File: config.mk
export PLATFORM = sky130hd
export DESIGN_NAME = piso_shifter
export DESIGN_NICKNAME = d
export VERILOG_FILES = /design/src/rtl/piso_shifter.sv
export SDC_FILE = /design/constraint.sdc
export NUM_CORES = 1
export LEC_CHECK = 0
export ABC_AREA = 1
export CAP_MARGIN = 30
export CORE_AREA = 3 3 41 43
export CTS_CLUSTER_DIAMETER = 120
export CTS_CLUSTER_SIZE = 20
export DETAILED_ROUTE_END_ITERATION = 10
export DIE_AREA = 0 0 44 46
export PLACE_DENSITY_LB_ADDON = 0.2
export REMOVE_ABC_BUFFERS = 1
export SLEW_MARGIN = 0
export SYNTH_ARGS = -nofsm -noshare
export SYNTH_HDL_FRONTEND = slang
export SYNTH_SLANG_ARGS = --single-unit
File: constraint.sdc
create_clock -name clk -period 1 [get_ports clk]
set_input_delay 0.25 -clock clk [delete_from_list [all_inputs] [get_ports clk]]
set_output_delay 0.25 -clock clk [all_outputs]
set_load 0.02 [all_outputs]
File: src/rtl/piso_shifter.sv
// Parallel-in, serial-out shifter: takes a WIDTH-bit word on a load/ready handshake
// and emits it one bit per enabled clock with valid, start- and end-of-frame markers.
module piso_shifter #(
    parameter int WIDTH     = 4,
    parameter bit MSB_FIRST = 1'b1
) (
    input  logic             clk,
    input  logic             rst,
    input  logic [WIDTH-1:0] din,
    input  logic             load,
    output logic             ready,
    input  logic             en,
    output logic             q,
    output logic             q_valid,
    output logic             sof,
    output logic             eof,
    output logic             busy
);

    localparam int CW = (WIDTH > 1) ? $clog2(WIDTH) : 1;
    localparam logic [CW-1:0] CNT_LAST = CW'(WIDTH - 1);

    typedef enum logic {
        IDLE  = 1'b0,
        SHIFT = 1'b1
    } state_t;

    state_t           state, state_n;
    logic [WIDTH-1:0] sr, sr_n;
    logic [CW-1:0]    cnt, cnt_n, cnt_inc;
    logic             q_n, q_valid_n, sof_n, eof_n, busy_n;
    logic             last, accept;

    // First bit goes straight to q; the shift register keeps the rest,
    // with the next bit to send always at the exit end.
    function automatic logic first_bit(input logic [WIDTH-1:0] w);
        return MSB_FIRST ? w[WIDTH-1] : w[0];
    endfunction

    function automatic logic [WIDTH-1:0] advance(input logic [WIDTH-1:0] w);
        return MSB_FIRST ? (w << 1) : (w >> 1);
    endfunction

    assign last    = (cnt == CNT_LAST);
    assign cnt_inc = cnt + CW'(1);
    assign ready   = !rst && ((state == IDLE) || ((state == SHIFT) && last && en));
    assign accept  = load && ready;

    always_comb begin
        state_n   = state;
        sr_n      = sr;
        cnt_n     = cnt;
        q_n       = q;
        q_valid_n = q_valid;
        sof_n     = sof;
        eof_n     = eof;

        case (state)
            IDLE: begin
                if (accept) begin
                    state_n   = SHIFT;
                    sr_n      = advance(din);
                    cnt_n     = '0;
                    q_n       = first_bit(din);
                    q_valid_n = 1'b1;
                    sof_n     = 1'b1;
                    eof_n     = 1'b0;
                end
            end
            SHIFT: begin
                if (en) begin
                    if (!last) begin
                        q_n   = first_bit(sr);
                        sr_n  = advance(sr);
                        cnt_n = cnt_inc;
                        sof_n = 1'b0;
                        eof_n = (cnt_inc == CNT_LAST);
                    end else if (accept) begin
                        // Back-to-back frame: no idle bubble between words.
                        sr_n      = advance(din);
                        cnt_n     = '0;
                        q_n       = first_bit(din);
                        q_valid_n = 1'b1;
                        sof_n     = 1'b1;
                        eof_n     = 1'b0;
                    end else begin
                        state_n   = IDLE;
                        sr_n      = '0;
                        cnt_n     = '0;
                        q_n       = 1'b0;
                        q_valid_n = 1'b0;
                        sof_n     = 1'b0;
                        eof_n     = 1'b0;
                    end
                end
            end
            default: begin
                state_n = IDLE;
            end
        endcase

        busy_n = (state_n == SHIFT);
    end

    always_ff @(posedge clk) begin
        if (rst) begin
            state   <= IDLE;
            sr      <= '0;
            cnt     <= '0;
            q       <= 1'b0;
            q_valid <= 1'b0;
            sof     <= 1'b0;
            eof     <= 1'b0;
            busy    <= 1'b0;
        end else begin
            state   <= state_n;
            sr      <= sr_n;
            cnt     <= cnt_n;
            q       <= q_n;
            q_valid <= q_valid_n;
            sof     <= sof_n;
            eof     <= eof_n;
            busy    <= busy_n;
        end
    end

endmodule

* Word level (Yosys, flattened, before mapping)
Cells that the tools add are included.
** Operators by class
- Add/sub/neg operators :: 1
- Eq/ne operators :: 5
- Multiplexer cells :: 29
- Bitwise gates (word level) :: 1
- Reductions and logical operators :: 8
** Operators with widths (count)
- $mux 4 :: 4
- $mux 1 :: 15
- $pmux 1 s2 :: 5
- $pmux 4 s2 :: 1
- $mux 2 :: 3
- $eq 2x2->1 const B :: 2
- $logic_and 1x1->1 :: 4
- $ne 2x2->1 const B :: 2
- $pmux 2 s2 :: 1
- $reduce_and 3->1 :: 1
- $add 2x1->2 const B :: 1
- $ne 2x1->1 const B :: 1
- $reduce_and 2->1 :: 1
- $logic_not 1->1 :: 1
- $logic_or 1x1->1 :: 1
- $not 1->1 :: 1
** Storage, ports and cells
- Register bits :: 11
- Bits of input ports :: 8
- Output and inout bits :: 6
- Word-level logic and storage cells :: 51

* Logic depth before layout (Yosys ltp)
- Depth after elaboration :: 10
- Gate-level depth with buffers :: 7
- Depth with buffers taken out :: 7

* Worst setup path before layout
OpenSTA, ideal clock, no wires.
- Path type :: reg-to-output
- From :: register cnt[0]
- To :: output port ready
- Data arrival time :: 975 ps
- Data required time :: 750 ps
- Path slack :: -225 ps
- Cell stages (with the launch flop) :: 6
- Path buffers :: 0
- Cell sequence :: dfxtp_1 -> ha_1 -> nand2_1 -> nand2_2 -> inv_1 -> nor2_1
** Between the ends
- Cells in the longest elaborated chain, start to end :: 5
** RTL lines
- from (decl) :: line 30 : logic [CW-1:0] cnt, cnt_n, cnt_inc;
- from (signal assigned) :: line 118 : cnt <= cnt_n;
- $eq 2x2->1 :: line 44 : assign last = (cnt == CNT_LAST);
- $logic_and 1x1->1 (2 in series) :: line 46 : assign ready = !rst && ((state == IDLE) || ((state == SHIFT) && last && en));
- $logic_or 1x1->1 :: line 46
- $logic_and 1x1->1 :: line 46
- to (decl) :: line 11 : output logic ready,
No other way between the ends.

* Worst setup path after layout
Same ends and word-level chain as after synthesis.

==> results_dict.tcl <==
set metrics [dict create \
    hold_start "load" \
    hp-class "in2reg" \
    synth.top_cells.by_count "nor2_1, nand2_1, dfxtp_1, nand3_1, inv_1" \
    ios 14 \
    fmax_ghz 0.724 \
    p_int_uw 723 \
    finalMaxSlewViolations 0 \
    grt_max_degree 9 \
    r2r-start "cnt[0]" \
    yosys_most_used_dff "dfxtp_1" \
    crit_start "cnt[0]" \
    crit_buf_inv 2 \
    syn_to_final_growth_pct 78.2 \
    critical_path_class "reg2out" \
    netlist_instances 68 \
    cp_common_cell "nand2_2" \
    start_util 0.396 \
    dieArea_mm2 0.00202 \
    overflow 0 \
    pwr-share-clk 0.268 \
    synth-edff-count 0 \
    cts_hold_buffers 0 \
    clk_latency_ns 0.26 \
    vias 565 \
    cp-start-kind "flip-flop" \
    wl_per_cell_um 12.0 \
    die_y_um 46 \
    wl_mm 1.40 \
    max_slew_margin 0.842 \
    slowest_delay_ns 0.36 \
    nets 113 \
    crit_fanout 2 \
    p_sw_frac 0.295 \
    antenna_found_initial 0 \
    first_iter_violations 15 \
    yosysMostFrequentCell "nor2_1" \
    rrSetupSlack_ns -0.26 \
    ys_warn_count 0 \
    setup_ws_ns -0.382 \
    syn_area_um2 528 \
    p_comb_frac 0.299 \
    die_x_um 44 \
    track_usage 0.134 \
    timing.final.crit_share 1.38 \
    dr.pass1.iters 4 \
    leakagePower_nw 0.423 \
    worstRegToRegCells 9 \
    synthArstFlopShare 0 \
    crit_chain "ha_4 -> nand2_2 -> nand2_2 -> inv_2 -> nor2_2 -> buf_4" \
    place_area_um2 729 \
    r2r-end "sr[2]" \
    crit_path_top_delay_cell "dfxtp_4" \
    peakVddDrop_uv 804 \
    critPathArrivalTime_ns 1.13 \
    vias_per_cell 4.87 \
    hold_depth 3 \
    gp_congestion 0.775 \
    portBuffers 13 \
    synth_area_leader_cell "dfxtp_1" \
    seq_area_frac_synth 0.379 \
    drc 0 \
    finalSetupViolCount 12 \
    setup_tns_ns -2.14 \
    grt_pass1_vias 462 \
    cts.clk_slew.worst_paths_ns 0.06 \
    fillers 110 \
    cts_tree "done" \
    path_delay_family "flip-flops" \
    finalCriticalPeriod_ns 1.38 \
    p_per_area_mw_per_mm2 1090 \
    ctsLongestPathBuffers 2 \
    finalClockSkew_ns 0.00291 \
    synth_top_cell_area_share 0.379 \
    crit_cells 6 \
    grt_first_pass_wirelength_mm 1.88 \
    synth.distinct_cells 18 \
    power_switching_uw 302 \
    worst-slew-pin-transition_ns 0.236 \
    syn-mean-instance-area_um2 7.76 \
    hold_violations 0 \
    dpl.hpwl_um 853 \
    drtAntennaViolNets 0 \
    cts_num_sinks 10 \
    drv_cap 0 \
    root_buffer "clkbuf_4" \
    power_frac_seq 0.433 \
    synth-seq-cells 10 \
    row_count 13 \
    antenna_cells 0 \
    min_to "state" \
    synthTopCellsByArea "dfxtp_1, nor2_1, nand2_1" \
    status "finished with violations" \
    numCtsBuffers 3 \
    stdcell_area_um2 941 \
    end_kind "output port" \
    drive_gt1_frac 0.574 \
    violations "negative setup slack" \
    worstPathRequired_ns 0.75 \
    rsz0062_at_grt "true" \
    ctsHtreeMaxLevel 1 \
    core-area_mm2 0.00133 \
]
stage by stage:
step                worst slack [ns]  total power, mW   util  hold slack [ns]  std cells
global placement              -0.815            0.666  0.547            0.453        104
detailed placement            -0.865            0.670  0.547            0.453        104
global route                  -0.442             1.08  0.705            0.459        116
CTS                           -0.426            0.965  0.605            0.443        111
floorplan                     -0.231            0.548      -            0.312         66
finish                        -0.382             1.03  0.705            0.457        116
how the worst max path moves through the flow:
stage                  to  slack (ns)
floorplan           ready       -0.23
global placement    ready       -0.81
detailed placement  ready       -0.87
CTS                 ready       -0.43
global route        ready       -0.44
finish              ready       -0.38
power groups by stage:
stage	clock, mW	sequential (mW)	combinational, mW
after floorplan	0	0.465	0.0837
after global placement	0	0.448	0.219
after detailed placement	0	0.447	0.223
after CTS	0.279	0.440	0.246
after global routing	0.302	0.446	0.329
final	0.275	0.444	0.306
layout make-up:
| type | instances | area [um^2] | area share |
|---|---|---|---|
| Clock buffer | 3 | 22.5 | 0.0239 |
| Inverter | 8 | 42.5 | 0.0452 |
| Multi-Input combinational cell | 48 | 353 | 0.375 |
| Sequential cell | 10 | 211 | 0.225 |
| Tap cell | 15 | 18.8 | 0.0199 |
| Timing Repair Buffer | 32 | 293 | 0.311 |
per-layer routing:
layer,vias up,track usage,wire length (um)
li1,293,-,-
met1,253,0.140,610
met2,17,0.233,687
met3,2,0.0237,78
met4,0,0.108,21
met5,-,0,0
what timing repair did:
item / CTS / global route
setup buffers: 4 / 5
endpoints found under the setup margin: 16 / 15
gates resized for setup: 47 / 28
pin swaps: 6 / 9
state kept, by name, summed over array words and instances, names as in the netlist:
| name | flops |
|---|---|
| eof | 1 |
| sof | 1 |
| sr | 3 |
| q | 1 |
| cnt | 2 |
| state | 1 |
| q_valid | 1 |
cell usage in the layout, fill, tap and decap left out, drive strengths merged:
cell	n
buf	25
nand2	14
nor2	12
dfxtp	10
nand3	8
inv	8
clkdlybuf4s50	5
a21oi	5
clkbuf	3
o21ai	3
nand4	2
ha	2
dlygate4sd2	2
nand3b	1
or2	1
worst min-delay path: stages:
cell and delay [ns]:
dlygate4sd2_1 0.30, nor2_4 0.09, nor2_1 0.04
cell families after synthesis:
family,after synthesis,share of synthesized area
DFF,10,0.379
AOI/OAI and AO/OA,8,0.0829
adders and majority gates,2,0.0474
buffers and inverters,10,0.109
and+or+nand+nor,38,0.382
Note: power is estimated with default switching activity, not from simulation.
